<file path="src/rtl/uart_pkg.sv">
// Shared encodings for the UART receive frame controller: FSM states,
// FIFO entry layout and the overflow terminator entry.
package uart_pkg;

    typedef enum logic [1:0] {
        S_IDLE = 2'd0,
        S_RECV = 2'd1,
        S_DROP = 2'd2
    } state_t;

    // Entry = {ovf, frame_err, byte_err, last, data[7:0]}
    localparam int ENTRY_W  = 12;
    localparam int DATA_LSB = 0;
    localparam int LAST_BIT = 8;
    localparam int BERR_BIT = 9;
    localparam int FERR_BIT = 10;
    localparam int OVF_BIT  = 11;

    // Marks a frame that lost bytes: every status bit set, data zero.
    localparam logic [ENTRY_W-1:0] TERM_ENTRY = 12'hF00;

    function automatic logic [ENTRY_W-1:0] mk_entry(
        input logic       ovf,
        input logic       frame_err,
        input logic       byte_err,
        input logic       last,
        input logic [7:0] data
    );
        return {ovf, frame_err, byte_err, last, data};
    endfunction

endpackage

</file>
<file path="src/rtl/uart_frame_fifo.sv">
// Synchronous FIFO with a registered head entry that reads as zero when empty.
module uart_frame_fifo #(
    parameter int DEPTH = 64,
    parameter int WIDTH = 12
) (
    input  logic                       clk,
    input  logic                       rst_n,
    input  logic                       i_push,
    input  logic [WIDTH-1:0]           i_din,
    input  logic                       i_pop,
    output logic                       o_full,
    output logic                       o_empty,
    output logic [$clog2(DEPTH):0]     o_level,
    output logic [WIDTH-1:0]           o_head
);
    localparam int AW = $clog2(DEPTH);

    logic [WIDTH-1:0] r_mem [DEPTH];
    logic [AW-1:0]    r_wp;
    logic [AW-1:0]    r_rp;
    logic [AW:0]      r_cnt;
    logic [WIDTH-1:0] r_head;

    logic             w_push;
    logic             w_pop;
    logic [AW-1:0]    w_rp_nxt;

    // Full is judged on current occupancy only, so a same-cycle pop never
    // rescues a push into a full FIFO.
    assign o_full   = (r_cnt == (AW+1)'(DEPTH));
    assign o_empty  = (r_cnt == '0);
    assign w_push   = i_push & ~o_full;
    assign w_pop    = i_pop & ~o_empty;
    assign w_rp_nxt = r_rp + AW'(1);
    assign o_level  = r_cnt;
    assign o_head   = r_head;

    // Storage array; no reset needed, occupancy decides what is valid.
    always_ff @(posedge clk) begin
        if (w_push) r_mem[r_wp] <= i_din;
    end

    // Pointers and occupancy.
    always_ff @(posedge clk or negedge rst_n) begin
        if (!rst_n) begin
            r_wp  <= '0;
            r_rp  <= '0;
            r_cnt <= '0;
        end else begin
            if (w_push) r_wp <= r_wp + AW'(1);
            if (w_pop)  r_rp <= w_rp_nxt;
            case ({w_push, w_pop})
                2'b10:   r_cnt <= r_cnt + (AW+1)'(1);
                2'b01:   r_cnt <= r_cnt - (AW+1)'(1);
                default: r_cnt <= r_cnt;
            endcase
        end
    end

    // Head register tracks the oldest entry; bypasses the array when the
    // FIFO is (or becomes) empty so the new entry shows the same edge.
    always_ff @(posedge clk or negedge rst_n) begin
        if (!rst_n) begin
            r_head <= '0;
        end else if (w_pop && r_cnt == (AW+1)'(1)) begin
            r_head <= w_push ? i_din : '0;
        end else if (w_pop) begin
            r_head <= r_mem[w_rp_nxt];
        end else if (w_push && o_empty) begin
            r_head <= i_din;
        end
    end

endmodule

</file>
<file path="src/rtl/uart_rx_frame_ctrl.sv">
// Frame-level receive controller: delimits frames by inter-character
// silence, stages the newest byte until its fate (mid/last) is known,
// and queues bytes with per-byte and per-frame status.
module uart_rx_frame_ctrl
    import uart_pkg::*;
#(
    parameter int DEPTH = 64,
    parameter int GAP_W = 24
) (
    input  logic                      clk,
    input  logic                      rst_n,
    input  logic                      rx_en,
    input  logic [GAP_W-1:0]          gap_cycles,
    input  logic [7:0]                in_data,
    input  logic                      in_valid,
    input  logic                      in_framing_err,
    input  logic                      in_parity_err,
    output logic [7:0]                m_data,
    output logic                      m_last,
    output logic                      m_byte_err,
    output logic                      m_frame_err,
    output logic                      m_ovf,
    output logic                      m_valid,
    input  logic                      m_ready,
    output logic                      frame_done,
    output logic                      busy,
    output logic [$clog2(DEPTH):0]    level,
    output logic [15:0]               err_count,
    output logic [15:0]               ovf_count
);
    state_t             r_state, w_nstate;
    logic [7:0]         r_stage_data;
    logic               r_stage_berr;
    logic               r_acc;
    logic [GAP_W-1:0]   r_timer;
    logic               r_pend;
    logic [15:0]        r_err_cnt;
    logic [15:0]        r_ovf_cnt;
    logic               r_fd;

    logic               w_acc;
    logic [GAP_W-1:0]   w_gap_m1;
    logic               w_tmo;
    logic               w_ferr;
    logic               w_full;
    logic               w_empty;
    logic [ENTRY_W-1:0] w_head;
    logic               w_push;
    logic [ENTRY_W-1:0] w_din;
    logic               w_ld_stage;
    logic               w_clr_acc;
    logic               w_acc_set;
    logic               w_tmr_clr;
    logic               w_tmr_inc;
    logic               w_pend_nxt;
    logic               w_err_inc;
    logic               w_ovf_inc;

    assign w_acc    = in_valid & rx_en;
    // gap_cycles of 0 behaves as 1
    assign w_gap_m1 = (gap_cycles == '0) ? '0 : gap_cycles - GAP_W'(1);
    assign w_tmo    = (r_timer == w_gap_m1);
    assign w_ferr   = r_acc | r_stage_berr;

    uart_frame_fifo #(.DEPTH(DEPTH), .WIDTH(ENTRY_W)) u_fifo (
        .clk     (clk),
        .rst_n   (rst_n),
        .i_push  (w_push),
        .i_din   (w_din),
        .i_pop   (m_ready),
        .o_full  (w_full),
        .o_empty (w_empty),
        .o_level (level),
        .o_head  (w_head)
    );

    assign m_data      = w_head[DATA_LSB +: 8];
    assign m_last      = w_head[LAST_BIT];
    assign m_byte_err  = w_head[BERR_BIT];
    assign m_frame_err = w_head[FERR_BIT];
    assign m_ovf       = w_head[OVF_BIT];
    assign m_valid     = ~w_empty;
    assign frame_done  = r_fd;
    assign busy        = (r_state != S_IDLE);
    assign err_count   = r_err_cnt;
    assign ovf_count   = r_ovf_cnt;

    // FSM state register.
    always_ff @(posedge clk or negedge rst_n) begin
        if (!rst_n) r_state <= S_IDLE;
        else        r_state <= w_nstate;
    end

    // Next state and datapath controls. An accepted byte takes priority
    // over gap expiry in the same cycle.
    always_comb begin
        w_nstate   = r_state;
        w_push     = 1'b0;
        w_din      = '0;
        w_ld_stage = 1'b0;
        w_clr_acc  = 1'b0;
        w_acc_set  = 1'b0;
        w_tmr_clr  = 1'b0;
        w_tmr_inc  = (r_state != S_IDLE);
        w_pend_nxt = r_pend;
        w_err_inc  = 1'b0;
        w_ovf_inc  = 1'b0;
        case (r_state)
            S_IDLE: begin
                if (w_acc) begin
                    w_ld_stage = 1'b1;
                    w_clr_acc  = 1'b1;
                    w_tmr_clr  = 1'b1;
                    w_nstate   = S_RECV;
                end
            end
            S_RECV: begin
                if (w_acc) begin
                    w_tmr_clr = 1'b1;
                    if (!w_full) begin
                        w_push     = 1'b1;
                        w_din      = mk_entry(1'b0, 1'b0, r_stage_berr, 1'b0, r_stage_data);
                        w_ld_stage = 1'b1;
                        w_acc_set  = 1'b1;
                    end else begin
                        w_ovf_inc = 1'b1;
                        w_nstate  = S_DROP;
                    end
                end else if (w_tmo) begin
                    if (!w_full) begin
                        w_push    = 1'b1;
                        w_din     = mk_entry(1'b0, w_ferr, r_stage_berr, 1'b1, r_stage_data);
                        w_err_inc = w_ferr;
                        w_nstate  = S_IDLE;
                    end else begin
                        // Closing byte lost: terminate as a dropped frame
                        // as soon as space appears.
                        w_ovf_inc  = 1'b1;
                        w_pend_nxt = 1'b1;
                        w_tmr_inc  = 1'b0;
                        w_nstate   = S_DROP;
                    end
                end
            end
            S_DROP: begin
                if (r_pend || (!w_acc && w_tmo)) begin
                    w_tmr_inc = 1'b0;
                    if (!w_full) begin
                        w_push     = 1'b1;
                        w_din      = TERM_ENTRY;
                        w_err_inc  = 1'b1;
                        w_pend_nxt = 1'b0;
                        w_nstate   = S_IDLE;
                    end else begin
                        w_pend_nxt = 1'b1;
                    end
                end else if (w_acc) begin
                    w_tmr_clr = 1'b1;
                end
            end
            default: w_nstate = S_IDLE;
        endcase
    end

    // Staging byte, frame error accumulator, gap timer and pending flag.
    always_ff @(posedge clk or negedge rst_n) begin
        if (!rst_n) begin
            r_stage_data <= '0;
            r_stage_berr <= 1'b0;
            r_acc        <= 1'b0;
            r_timer      <= '0;
            r_pend       <= 1'b0;
        end else begin
            if (w_ld_stage) begin
                r_stage_data <= in_data;
                r_stage_berr <= in_framing_err | in_parity_err;
            end
            if (w_clr_acc)      r_acc <= 1'b0;
            else if (w_acc_set) r_acc <= r_acc | r_stage_berr;
            if (w_tmr_clr)      r_timer <= '0;
            else if (w_tmr_inc) r_timer <= r_timer + GAP_W'(1);
            r_pend <= w_pend_nxt;
        end
    end

    // Frame-done pulse and saturating event counters.
    always_ff @(posedge clk or negedge rst_n) begin
        if (!rst_n) begin
            r_fd      <= 1'b0;
            r_err_cnt <= '0;
            r_ovf_cnt <= '0;
        end else begin
            r_fd <= w_push & w_din[LAST_BIT];
            if (w_err_inc && r_err_cnt != 16'hFFFF) r_err_cnt <= r_err_cnt + 16'd1;
            if (w_ovf_inc && r_ovf_cnt != 16'hFFFF) r_ovf_cnt <= r_ovf_cnt + 16'd1;
        end
    end

endmodule

</file>
<file path="config.mk">
export PLATFORM = sky130hd
export DESIGN_NAME = uart_rx_frame_ctrl
export DESIGN_NICKNAME = d
export VERILOG_FILES = /design/src/rtl/uart_pkg.sv /design/src/rtl/uart_frame_fifo.sv /design/src/rtl/uart_rx_frame_ctrl.sv
export SDC_FILE = /design/constraint.sdc
export NUM_CORES = 1
export LEC_CHECK = 0
export BUFFER_PORTS_ARGS = -buffer_cell sky130_fd_sc_hd__buf_2
export CAP_MARGIN = 0
export CELL_PAD_IN_SITES_DETAIL_PLACEMENT = 0
export CELL_PAD_IN_SITES_GLOBAL_PLACEMENT = 1
export CORE_AREA = 2 2 282 423
export CTS_BUF_LIST = sky130_fd_sc_hd__clkbuf_8 sky130_fd_sc_hd__clkbuf_16
export CTS_CLUSTER_DIAMETER = 60
export DETAILED_ROUTE_END_ITERATION = 16
export DIE_AREA = 0 0 284 425
export PLACE_DENSITY_LB_ADDON = 0.12
export SLEW_MARGIN = 10
export SYNTH_ARGS = -nofsm -noshare
export SYNTH_HDL_FRONTEND = slang
export SYNTH_HIERARCHICAL = 1
export SYNTH_SLANG_ARGS = --single-unit
</file>
<file path="constraint.sdc">
create_clock -name clk -period 6.1 [get_ports clk]
set_clock_uncertainty 0.2 [all_clocks]
set_input_delay 0 -clock clk [delete_from_list [all_inputs] [get_ports clk]]
set_output_delay 0 -clock clk [all_outputs]
set_load 0.05 [all_outputs]
</file>
== Word-level counts from Yosys, hierarchy flattened ==
Memories as Yosys holds them, arrays and structs flattened.
Cells that the tools add are included.
Storage, ports and cells
  bits in registers: 101
  input bits: 39
  memories kept: 1
  output and inout port bits: 54
  RAM bits: 768
Cells by class
  bitwise logic cells: 8
  reduce and logical (&&, ||, !) cells: 19
  mux-type cells: 57
  equality and inequality tests: 17
  add/sub/neg operators: 8
Memories
  u_fifo.r_mem: words 64, bits a word 12, rd ports 1, clocked after Yosys merged registers in 0, write ports 1, line uart_frame_fifo.sv:18  | logic [WIDTH-1:0] r_mem [DEPTH];
Operators by type and width (number)
  two-way mux 12 bit: 7
  two-way mux 24 bit: 3
  adder 16 x 1 -> 16 bit (second input constant): 2
  != test 16 bit (second input constant): 2
  two-way mux 1 bit: 28
  adder 24 x 1 -> 24 bit (second input constant): 1
  == test 24 bit: 1
  zero test 24 bit: 1
  one-hot mux 12 bit (2 select lines): 1
  subtractor 24 x 1 -> 24 bit (second input constant): 1
  two-way mux 11 bit: 2
  two-way mux 2 bit: 7
  one-hot mux 7 bit (2 select lines): 1
  adder 6 x 1 -> 6 bit (second input constant): 2
  one-hot mux 1 bit (2 select lines): 6
  two-way mux 10 bit: 1
  != test 2 bit (second input constant): 5
  AND reduction 5 bit: 2
  nonzero test 2 bit: 5
  adder 7 x 1 -> 7 bit (second input constant): 1
  == test 7 x 1 -> 1 bit (second input constant): 1
  == test 7 bit (second input constant): 1
  zero test 7 bit: 1
  subtractor 7 x 1 -> 7 bit (second input constant): 1
  other kinds (15): 26

== Logic depth before layout (Yosys ltp) ==
Gate-level depths: netlist (run 1).
  word-level depth: 12
  depth in mapped cells: 21
  gate-level depth less buffers: 19

== Hierarchy ==
Netlist (run 1), hierarchy kept.
By module, submodules not included
  uart_frame_fifo: cells each 1598, area each 31267.5 sq um, times used 1
  uart_rx_frame_ctrl: cells each 528, area each 4804.6 sq um, times used 1

== Least setup slack after synthesis (run 1) ==
Ideal clock, no wire load.
  kind: in2reg
  from: in gap_cycles[0]
  to: mem u_fifo.r_mem[0][9], data pin
  arrival time: 4.291 ns
  required time: 5.378 ns
  stages on the path: 13
  slack: 1.087 ns
  path buffers: 1
  setup time: 0.522 ns
  path through: inv_1 -> ha_1 -> or3b_1 -> buf_2 -> nor4_4 -> nand2_4 -> a31oi_4 -> nand4_2 -> nor4_4 -> nand4_2 -> a21oi_1 -> a21oi_1 -> nor2b_1
On the way
  word-level cells in the longest chain between the ends: 7
  elaborated cells between the ends (all ways): 10
  those cells by class: add/sub (1); eq/ne (1); mux (5); reduce/logical (3)
RTL lines
  start, declared: line uart_rx_frame_ctrl.sv:13  | input logic [GAP_W-1:0] gap_cycles,
  subtractor 24 x 1 -> 24 bit / zero test 24 bit (equally long branches): line uart_rx_frame_ctrl.sv:61  | assign w_gap_m1 = (gap_cycles == '0) ? '0 : gap_cycles - GAP_W'(1);
  two-way mux 24 bit *: line uart_rx_frame_ctrl.sv:61
  == test 24 bit *: line uart_rx_frame_ctrl.sv:62  | assign w_tmo = (r_timer == w_gap_m1);
  logical AND 1 bit: line uart_rx_frame_ctrl.sv:146  | if (r_pend || (!w_acc && w_tmo)) begin
  logical OR 1 bit: line uart_rx_frame_ctrl.sv:146
  two-way mux 12 bit: line uart_rx_frame_ctrl.sv:146
  one-hot mux 12 bit (2 select lines) *: line uart_rx_frame_ctrl.sv:108  | case (r_state)
  named net w_din[9]: line uart_rx_frame_ctrl.sv:49  | logic [ENTRY_W-1:0] w_din;
  end, declared: line uart_frame_fifo.sv:18
Mark *: on every way through the listed nets, which the timed path passes. The rest lies on a longest branch.

== Worst setup path in the final report (run 1) ==
  from: reg r_timer[7]
  to: mem u_fifo.r_mem[63][3] (enable)
On the way
  word-level cells in the longest chain between the ends: 8
  elaborated cells between the ends (all ways): 10
  those cells by class: eq/ne (1); mux (6); bitwise (1); reduce/logical (2)
RTL lines
  start, declared: line uart_rx_frame_ctrl.sv:35  | logic [GAP_W-1:0] r_timer;
  start signal, assigned: line uart_rx_frame_ctrl.sv:181  | else if (w_tmr_inc) r_timer <= r_timer + GAP_W'(1);
  == test 24 bit *: line uart_rx_frame_ctrl.sv:62
  logical AND 1 bit: line uart_rx_frame_ctrl.sv:146
  logical OR 1 bit: line uart_rx_frame_ctrl.sv:146
  two-way mux 1 bit: line uart_rx_frame_ctrl.sv:146
  one-hot mux 1 bit (2 select lines) *: line uart_rx_frame_ctrl.sv:108
  named net w_push: line uart_rx_frame_ctrl.sv:48  | logic w_push;
  bitwise AND 1 bit *: line uart_frame_fifo.sv:32  | assign w_push = i_push & ~o_full;
  two-way mux 1 bit *: line uart_frame_fifo.sv:40  | if (w_push) r_mem[r_wp] <= i_din;
  two-way mux 1 bit (not written as such) *: line uart_frame_fifo.sv:40
Marked as above.

==> flow_summary.ini, run 1 <==
[run_status]
status = completed

[synth]
synth_seq_area_share_pct = 70.9
synth_area_leaders = edfxtp_1, mux4_2, dfrtp_1
synth_largest_area_cell = edfxtp_1
ys_types = 80
netlist_instances = 2126
synthTopCellsByCount = edfxtp_1, nand2_1, mux4_2
yosysTopAreaCellShare_pct = 63.9
synth-edff-count = 768
synthesis.nets = 2180
async_flop_share_pct = 11.6
synth_ff_type = edfxtp_1
yosys_warnings = 6
netlist_area_mm2 = 0.0361
synth_area_per_cell_um2 = 17.0
yosysMostFrequentCell = edfxtp_1
ys_seq_elements = 869

[hold_path]
hold_class = input pin to flop

[job]
cap_viol_max_count = 0

[finish]
syn2layout_area_growth_pct = 17.5
antennaDiodeCount = 0
layout.nets = 2402
fillers = 11200
multi_input_area_mm2 = 0.00999
ff_latch_area_mm2 = 0.0256
drive_gt1_share_pct = 23.5

[clock_network]
clk_latency_ps = 680
cts_setup_buffers = 0
htreeDepth = 3
clockBufferDepth = 3
clk_pin_slew_ps = 60
post_cts_resized = 0
numCtsBuffers = 89
cts_sinks = 869
cts-root-buf = clkbuf_16
cts_tree = built

[global_routing]
grt_max_degree = 77
overflow = 0
track_usage_pct = 18.2
grt_pass1_wl_um = 157000
antenna_found_initial = 2
grt_pass1_vias = 21200

[floorplanning]
dieArea_mm2 = 0.121
initial_utilization_pct = 30.8
rows = 154
ios = 93
die_x_um = 284
coreArea_mm2 = 0.117
die_h_um = 425

[route]
dr_wl_met3_um = 3520
antenna_left = 0
drt-pass1-iter-count = 5
drcViolationCount = 0
drt-met1-wl_um = 41300
avgRoutedWirePerCell_um = 27.5
wl_um = 109000
drt-initial-drc-count = 1295
vias = 20000
dr.max_layer_used = met4
vias_per_cell = 5.04
wl_met2_um = 60500

[timing]
max_freq_mhz = 204
drv_slew = 0
tightest_slew_ps = 1250
setup-tns-final_ps = 0
slew_headroom_pct = 16.6
period_needed_ps = 4910
rsz0062_at_grt = false
post-route-period-util_pct = 80.4
setup_viol = 0
hold_viol = 0

[worst_setup_path]
crit_fanout = 12
crit_arrival_ps = 4990
required_ps = 6180
setup.worst_path.start_class = flop
critical_path_class = flop to flop
endpoint_kind = flop

[pwr]
ir_drop_uv = 368
power_density_mw_per_mm2 = 465
p_leak_uw = 0.0144
power.total_uw = 19700

[placement]
gp_congestion = 0.885
io_buffer_count = 92
dp_hpwl_um = 71700
[layout by cell type (no fill, tap or decap), drive strengths merged, types with 8 or more instances in the layout]
cell type / instances
and3: 21
a21oi: 19
dlygate4sd3: 27
xor2: 30
nor4: 20
mux2: 17
a32o: 21
ha: 15
clkinv: 32
or3: 9
nor2: 143
nor2b: 8
bufinv: 11
inv: 53
o21ai: 27
clkbuf: 92
xnor2: 62
buf: 211
a32oi: 24
mux2i: 70
nand2: 216
o211ai: 17
dfrtp: 101
nand3: 61
edfxtp: 768
mux4: 170
nor3: 38
nand4: 39
[kinds of logic after synthesis]
group / count (synthesis) / synth area share, %
muxes: 257 / 13.1
AOI/OAI and AO/OA: 154 / 3.32
adders and majority gates: 15 / 0.520
buffers and inverters: 136 / 1.62
xor gates and xnor gates: 95 / 2.45
DFF: 869 / 70.9
and+or+nand+nor: 600 / 8.07
[sequential cells by signal (all words and copies together), names as in the netlist]
| signal | count |
|---|---|
| ovf_count | 16 |
| u_fifo/r_rp | 6 |
| err_count | 16 |
| r_stage_berr | 1 |
| r_pend | 1 |
| u_fifo/r_mem | 768 |
| r_acc | 1 |
| frame_done | 1 |
| u_fifo/r_wp | 6 |
| u_fifo/o_head | 12 |
| u_fifo/o_level | 7 |
| r_timer | 24 |
| r_state | 2 |
| r_stage_data | 8 |
[final timing paths]
path	startpoint	endpoint	slack, ps	depth (start not counted)
worst max-delay path	r_timer[7]	u_fifo/r_mem[63][3]	1190	11
worst min-delay path	gap_cycles[10]	r_pend	90	8
worst max register to register	r_timer[7]	u_fifo/r_mem[63][3]	1190	11
worst min register to register	ovf_count[11]	ovf_count[11]	280	1
max in group asynchronous	rst_n	u_fifo/r_rp[0]	4540	4
min in group asynchronous	rst_n	r_timer[0]	250	4
[final cells by class]
class                           count  share of cell area [%]
Multi-Input combinational cell   1121                    23.6
Timing Repair Buffer              238                    4.24
Clock buffer                       92                    5.43
Clock inverter                     71                    1.53
Sequential cell                   869                    60.4
Tap cell                         1560                    4.60
Inverter                           29                   0.257
[what timing repair did]
item | in CTS | in global routing
hold buffers | 28 | 0
hold endpoints to repair | 162 | 0
setup endpoints to repair | 0 | 0
[metal layers]
metal | track usage [%] | up-vias
met5 | 0 | -
met4 | 7.40 | 0
met3 | 2.03 | 151
met2 | 34.7 | 460
met1 | 20.4 | 10600
li1 | - | 8829
[critical path, cell delays in order, from the launching register on]
cell and delay, ps:
dfrtp_1 460, xnor2_1 170, xnor2_1 150, o32ai_1 370, a21boi_0 520, o211a_1 250, nand4_2 210, a21oi_1 260
o21a_1 250, and3_1 290, nand3_1 320, nor2_1 1050
[per-stage QoR]
step	hold slack [ps]	cell area, um2	instances	util [%]	setup WS [ps]
finish	91.4	42400	3980	36.2	1190
global route	179	42400	3980	36.2	886
CTS	48.2	42400	3980	36.2	1060
detailed placement	-143	39100	3789	33.4	439
global placement	-149	39100	3789	33.4	560
floorplan	-496	36100	2126	-	1090
[report_power, final]
group          internal [uW]  total (uW)  leakage [uW]  switching [uW]
combinational           2670        7180       0.00458            4520
clock                   3200        5560       0.00151            2350
sequential              6680        6980       0.00831             304
total                  12500       19700        0.0144            7170
No activity file was read; power rests on OpenSTA's default activity.
==> inputs of run 2 (changes only) <==
--- a/config.mk
+++ b/config.mk
@@ -5,15 +5,16 @@
 export SDC_FILE = /design/constraint.sdc
 export NUM_CORES = 1
 export LEC_CHECK = 0
+export ABC_AREA = 1
 export BUFFER_PORTS_ARGS = -buffer_cell sky130_fd_sc_hd__buf_2
 export CAP_MARGIN = 0
 export CELL_PAD_IN_SITES_DETAIL_PLACEMENT = 0
 export CELL_PAD_IN_SITES_GLOBAL_PLACEMENT = 1
-export CORE_AREA = 2 2 282 423
+export CORE_AREA = 2 2 296 444
 export CTS_BUF_LIST = sky130_fd_sc_hd__clkbuf_8 sky130_fd_sc_hd__clkbuf_16
 export CTS_CLUSTER_DIAMETER = 60
 export DETAILED_ROUTE_END_ITERATION = 16
-export DIE_AREA = 0 0 284 425
+export DIE_AREA = 0 0 298 446
 export PLACE_DENSITY_LB_ADDON = 0.12
 export SLEW_MARGIN = 10
 export SYNTH_ARGS = -nofsm -noshare
==> constraint.sdc (replaced) <==
create_clock -name clk -period 5 [get_ports clk]
set_clock_uncertainty 0.2 [all_clocks]
set_input_delay 0 -clock clk [delete_from_list [all_inputs] [get_ports clk]]
set_output_delay 0 -clock clk [all_outputs]
set_load 0.05 [all_outputs]
==> flow_summary.ini, run 2 <==
[run_status]
status = completed

[hold_path]
hold_start = in_valid
hold_class = input pin to flop
min_to = u_fifo/r_mem[2][10]
min_path_cells = 4

[clock_network]
cts_tree = built
htreeDepth = 3
numCtsBuffers = 92
post_cts_resized = 0
cts_sinks = 869
clk_pin_slew_ps = 60
cts-root-buf = clkbuf_16
clk_latency_ps = 700
clockBufferDepth = 3

[timing]
period_needed_ps = 4000
worst_slack_ps = 1000
rsz0062_at_grt = false
whs_ps = 75.1
max_freq_mhz = 250
post-route-period-util_pct = 80.0
tightest_slew_ps = 1160
setup-tns-final_ps = 0
drv_slew = 0
setup_viol = 0
hold_viol = 0
slew_headroom_pct = 22.5

[floorplanning]
die_h_um = 446
dieArea_mm2 = 0.133
rows = 162
die_x_um = 298
ios = 93
coreArea_mm2 = 0.129
initial_utilization_pct = 30.7

[route]
wl_um = 127000
drcViolationCount = 0
drt-initial-drc-count = 1721
drt-pass1-iter-count = 8
vias_per_cell = 4.66
vias = 28100
avgRoutedWirePerCell_um = 21.1
antenna_left = 0

[worst_setup_path]
r2r_slack_ps = 1000
critPathBufInv = 5
endpoint_kind = flop
timing.rr.start = u_fifo/o_level[0]
reg2reg_depth = 12
regToRegEndpoint = r_stage_data[7]
required_ps = 5430
crit_chain = inv_1, ha_1, nand2_1, nor3_1, buf_4, nor2_1, inv_1, a21oi_1, nand2_1, dlygate4sd3_1, o21ai_0, dlygate4sd3_1
crit_fanout = 19
critical_path_class = flop to flop
crit_arrival_ps = 4430
slowest_stage = a21oi_1
setup.worst_path.start_class = flop
critPathTopFamily = buffers and inverters
cpPeakStageDelay_ps = 910

[job]
cap_viol_max_count = 0

[pwr]
p_leak_uw = 0.0193
power_density_mw_per_mm2 = 578
ir_drop_uv = 853
power.total_uw = 26800

[placement]
dp_hpwl_um = 79500
placed_area_mm2 = 0.0428
gp_congestion = 0.845
pre_cts_ws_ps = 390
io_buffer_count = 92

[synth]
netlist_area_mm2 = 0.0397
yosys_warnings = 6
synth_largest_area_cell = edfxtp_1
synth_seq_area_share_pct = 64.4
async_flop_share_pct = 11.6
synth-edff-count = 768
synthTopCellsByCount = nand2_1, edfxtp_1, nand3_1
synth_ff_type = edfxtp_1
synth_area_per_cell_um2 = 9.81
yosysTopAreaCellShare_pct = 58.0
ys_seq_elements = 869
synth_area_leaders = edfxtp_1, nand2_1, nand3_1
yosysMostFrequentCell = nand2_1
netlist_instances = 4052
ys_types = 47
synthesis.nets = 4106

[finish]
largest_register = u_fifo/r_mem
design_area_mm2 = 0.0464
layout.nets = 4284
largest_reg_flops = 768
layout_common_cells = nand2_1, edfxtp_1, nand3_1
antennaDiodeCount = 0
drive_gt1_share_pct = 10.4
largestRegisters = u_fifo/r_mem (768), r_timer (24)
syn2layout_area_growth_pct = 16.9
layout_commonest_cell = nand2_1

[global_routing]
grt_pass1_vias = 27500
track_usage_pct = 19.0
grt_max_degree = 155
overflow = 0
antenna_found_initial = 1
grt_pass1_wl_um = 187000
run 2: changes by cell type in the layout (fill, tap and decap cells not counted), sizes merged, moves of 45 or more:
| cell | previous run | this run |
|---|---|---|
| xnor2 | 62 | 17 |
| nor2 | 143 | 338 |
| mux4 | 170 | 0 |
| inv | 53 | 402 |
| o21ai | 27 | 115 |
| mux2i | 70 | 0 |
| nand2 | 216 | 1316 |
| nand3 | 61 | 600 |
run 2: kinds of logic (layout without fill, tap and decap cells):
logic type,after synthesis,after routing,share of synthesized area (%)
flip-flops,869,869,64.4
AO/OA/AOI/OAI,148,148,1.95
AND/OR/NAND/NOR,2364,2364,25.3
buffers and inverters,584,836,6.23
adder cells (fa/ha/maj),15,15,0.472
XOR/XNOR,72,72,1.62
run 2: per-stage QoR:
stage | std cells | utilization [%]
floorplan | 4052 | -
global placement | 5816 | 33.1
detailed placement | 5816 | 33.1
CTS | 6026 | 35.9
global route | 6026 | 35.9
finish | 6026 | 35.9
run 2: worst max-delay path by stage:
stage	startpoint	to	cells after the start
floorplan	gap_cycles[0]	u_fifo/o_head[9]	19
global placement	gap_cycles[0]	u_fifo/r_mem[15][5]	23
detailed placement	gap_cycles[0]	u_fifo/o_level[6]	26
CTS	u_fifo/o_level[0]	r_stage_data[2]	12
global route	u_fifo/o_level[0]	r_stage_data[7]	12
finish	u_fifo/o_level[0]	r_stage_data[7]	12
run 2: where the power goes:
| group | internal (uW) | switching (uW) | total [uW] |
|---|---|---|---|
| logic | 2850 | 8340 | 11200 |
| registers | 8220 | 265 | 8480 |
| clock network | 4220 | 2930 | 7150 |
| total | 15300 | 11500 | 26800 |
run 2: timing repair:
| action | in CTS | in global routing |
|---|---|---|
| hold endpoints to repair | 105 | 0 |
| hold buffers | 42 | 0 |
| setup buffers | 0 | 0 |
run 2: final cells by class:
cell class | count | area, um2
Tap cell | 1722 | 2150
Inverter | 385 | 1460
Clock inverter | 61 | 593
Multi-Input combinational cell | 2599 | 11800
Clock buffer | 107 | 2560
Sequential cell | 869 | 25600
Timing Repair Buffer | 283 | 2240
Fill cell | 13300 | 82900
run 2: worst reg2reg max path: stages, from the launching register on:
cell and delay (ps):
dfrtp_1 480, inv_1 130, ha_1 220, nand2_1 100, nor3_1 60, buf_4 160, nor2_1 170, inv_1 160
a21oi_1 910, nand2_1 110, dlygate4sd3_1 610, o21ai_0 70, dlygate4sd3_1 570
run 2: routing by layer:
metal / share of wire, % / vias up / track usage, % / wire length [um]
li1: - / 13800 / - / -
met1: 42 / 13700 / 23.1 / 52800
met2: 53 / 501 / 35.0 / 67100
met3: 3.4 / 132 / 2.02 / 4300
met4: 2.2 / 0 / 5.49 / 2850
met5: 0 / - / 0 / 0
==> inputs of run 3 (changes only) <==
==> constraint.sdc (replaced) <==
create_clock -name clk -period 4.1 [get_ports clk]
set_clock_uncertainty 0.2 [all_clocks]
set_input_delay 0 -clock clk [delete_from_list [all_inputs] [get_ports clk]]
set_output_delay 0 -clock clk [all_outputs]
set_load 0.05 [all_outputs]
==> flow_summary.ini, run 3 (synthesized netlist as in run 2, its figures left out) <==
[finish]
largest_reg_flops = 768
multi_input_area_mm2 = 0.0118
layout.nets = 4334
layout_commonest_cell = nand2_1
fillers = 13100
design_area_mm2 = 0.0477
layout_common_cells = nand2_1, edfxtp_1, nand3_1
largest_register = u_fifo/r_mem
syn2layout_area_growth_pct = 19.9
ff_latch_area_mm2 = 0.0256
largestRegisters = u_fifo/r_mem (768), r_timer (24)
drive_gt1_share_pct = 11.4

[worst_setup_path]
setup.worst_path.start_class = flop
crit_chain = inv_1, nand4_1, nand2_1, nor2_1, nand2_1, nor2_1, buf_4, nand2_1, nand2_1, nand2_1, nor2_1, inv_2, nand2_1, inv_1, nor2_1, buf_4, nand4_1, buf_4, nor2_1, buf_4
regToRegEndpoint = u_fifo/r_mem[27][3]
slowest_stage = dfrtp_1
timing.rr.start = r_timer[18]
r2r_slack_ps = 310
required_ps = 4290
cpPeakStageDelay_ps = 540
reg2reg_depth = 20
cpMostUsedCell = nand2_1
endpoint_kind = flop
critical_path_class = flop to flop
crit_fanout = 11
crit_arrival_ps = 3980

[clock_network]
clk_latency_ps = 700
htreeDepth = 3
numCtsBuffers = 92
cts-root-buf = clkbuf_16
clk_pin_slew_ps = 60
clockBufferDepth = 3
cts_sinks = 869
cts_tree = built

[route]
antenna_left = 0
drt-pass1-iter-count = 5
avgRoutedWirePerCell_um = 21.0
vias_per_cell = 4.66
drt-initial-drc-count = 1792
drcViolationCount = 0
wl_um = 128000
vias = 28300

[timing]
drv_slew = 0
rsz0062_at_grt = false
slew_headroom_pct = 22.8
tightest_slew_ps = 1160
post-route-period-util_pct = 92.5
setup_viol = 0
max_freq_mhz = 264
hold_viol = 0
setup-tns-final_ps = 0
whs_ps = 106
period_needed_ps = 3790

[global_routing]
overflow = 0
grt_pass1_vias = 28400
antenna_found_initial = 3
track_usage_pct = 19.2
grt_max_degree = 154
grt_pass1_wl_um = 189000

[placement]
dp_hpwl_um = 81000
io_buffer_count = 92
gp_congestion = 0.821
placed_area_mm2 = 0.0441

[hold_path]
min_to = frame_done
hold_class = input pin to flop
hold_start = gap_cycles[7]
min_path_cells = 12

[floorplanning]
dieArea_mm2 = 0.133
coreArea_mm2 = 0.129
die_h_um = 446
die_x_um = 298
rows = 162
initial_utilization_pct = 30.7
ios = 93

[pwr]
ir_drop_uv = 753
p_leak_uw = 0.0196
power.total_uw = 32900
power_density_mw_per_mm2 = 690

[run_status]
status = completed

[job]
cap_viol_max_count = 0
[run 3: changes by cell type in the layout (fill, tap and decap cells not counted), moves of 4 or more]
| cell | previous run | this run |
|---|---|---|
| clkinvlp_4 | 3 | 9 |
| buf_12 | 18 | 91 |
| clkbuf_8 | 10 | 5 |
| clkinv_2 | 15 | 11 |
| buf_4 | 132 | 109 |
| clkinv_4 | 1 | 5 |
[run 3: routing by layer]
layer / up-vias / track usage [%] / wire length (um)
li1: 13900 / - / -
met1: 13800 / 22.9 / 52300
met2: 462 / 35.9 / 67900
met3: 157 / 2.14 / 4020
met4: 0 / 6.05 / 3530
met5: - / 0 / 0
[run 3: worst max-delay path: cells and delay by family, from the launching register on]
kind | cells | cell delay (ps)
buffers and inverters | 7 | 1100
DFF | 1 | 540
and+or+nand+nor | 13 | 1630
[run 3: worst max path at each step]
stage	start	to	slack [ps]	cells past startpoint
floorplan	gap_cycles[0]	u_fifo/o_head[0]	10	19
global placement	gap_cycles[0]	u_fifo/r_mem[27][6]	-110	26
detailed placement	gap_cycles[0]	u_fifo/r_mem[27][3]	-80	26
CTS	u_fifo/o_level[0]	r_stage_data[1]	130	12
global route	r_timer[18]	u_fifo/r_mem[27][9]	40	20
finish	r_timer[18]	u_fifo/r_mem[27][3]	310	20
[run 3: through the flow]
stage / util (%) / setup slack [ps] / std cells
final: 36.8 / 309 / 6081
after global routing: 36.8 / 42.7 / 6079
after CTS: 36.8 / 130 / 6078
after detailed placement: 34.1 / -79.5 / 5866
after global placement: 34.1 / -114 / 5866
after floorplan: - / 12.7 / 4052
[run 3: cell type report]
| class | instances | share of cell area (%) |
|---|---|---|
| Tap cell | 1722 | 4.52 |
| Timing Repair Buffer | 333 | 7.41 |
| Clock inverter | 71 | 1.37 |
| Inverter | 385 | 3.07 |
| Antenna cell | 3 | 0.0158 |
| Sequential cell | 869 | 53.7 |
| Multi-Input combinational cell | 2599 | 24.8 |
| Clock buffer | 99 | 5.08 |
[run 3: timing repair]
action,4_1_cts,5_1_grt
hold buffers,42,0
endpoints found under the hold margin,141,0
setup endpoints to repair,0,8
buffers inserted,0,0
gates resized for setup,0,1
[run 3: report_power, final]
part / total (uW) / internal, uW / switching (uW)
Clock: 8550 / 4910 / 3640
Sequential: 10300 / 10000 / 323
Combinational: 14000 / 3770 / 10200
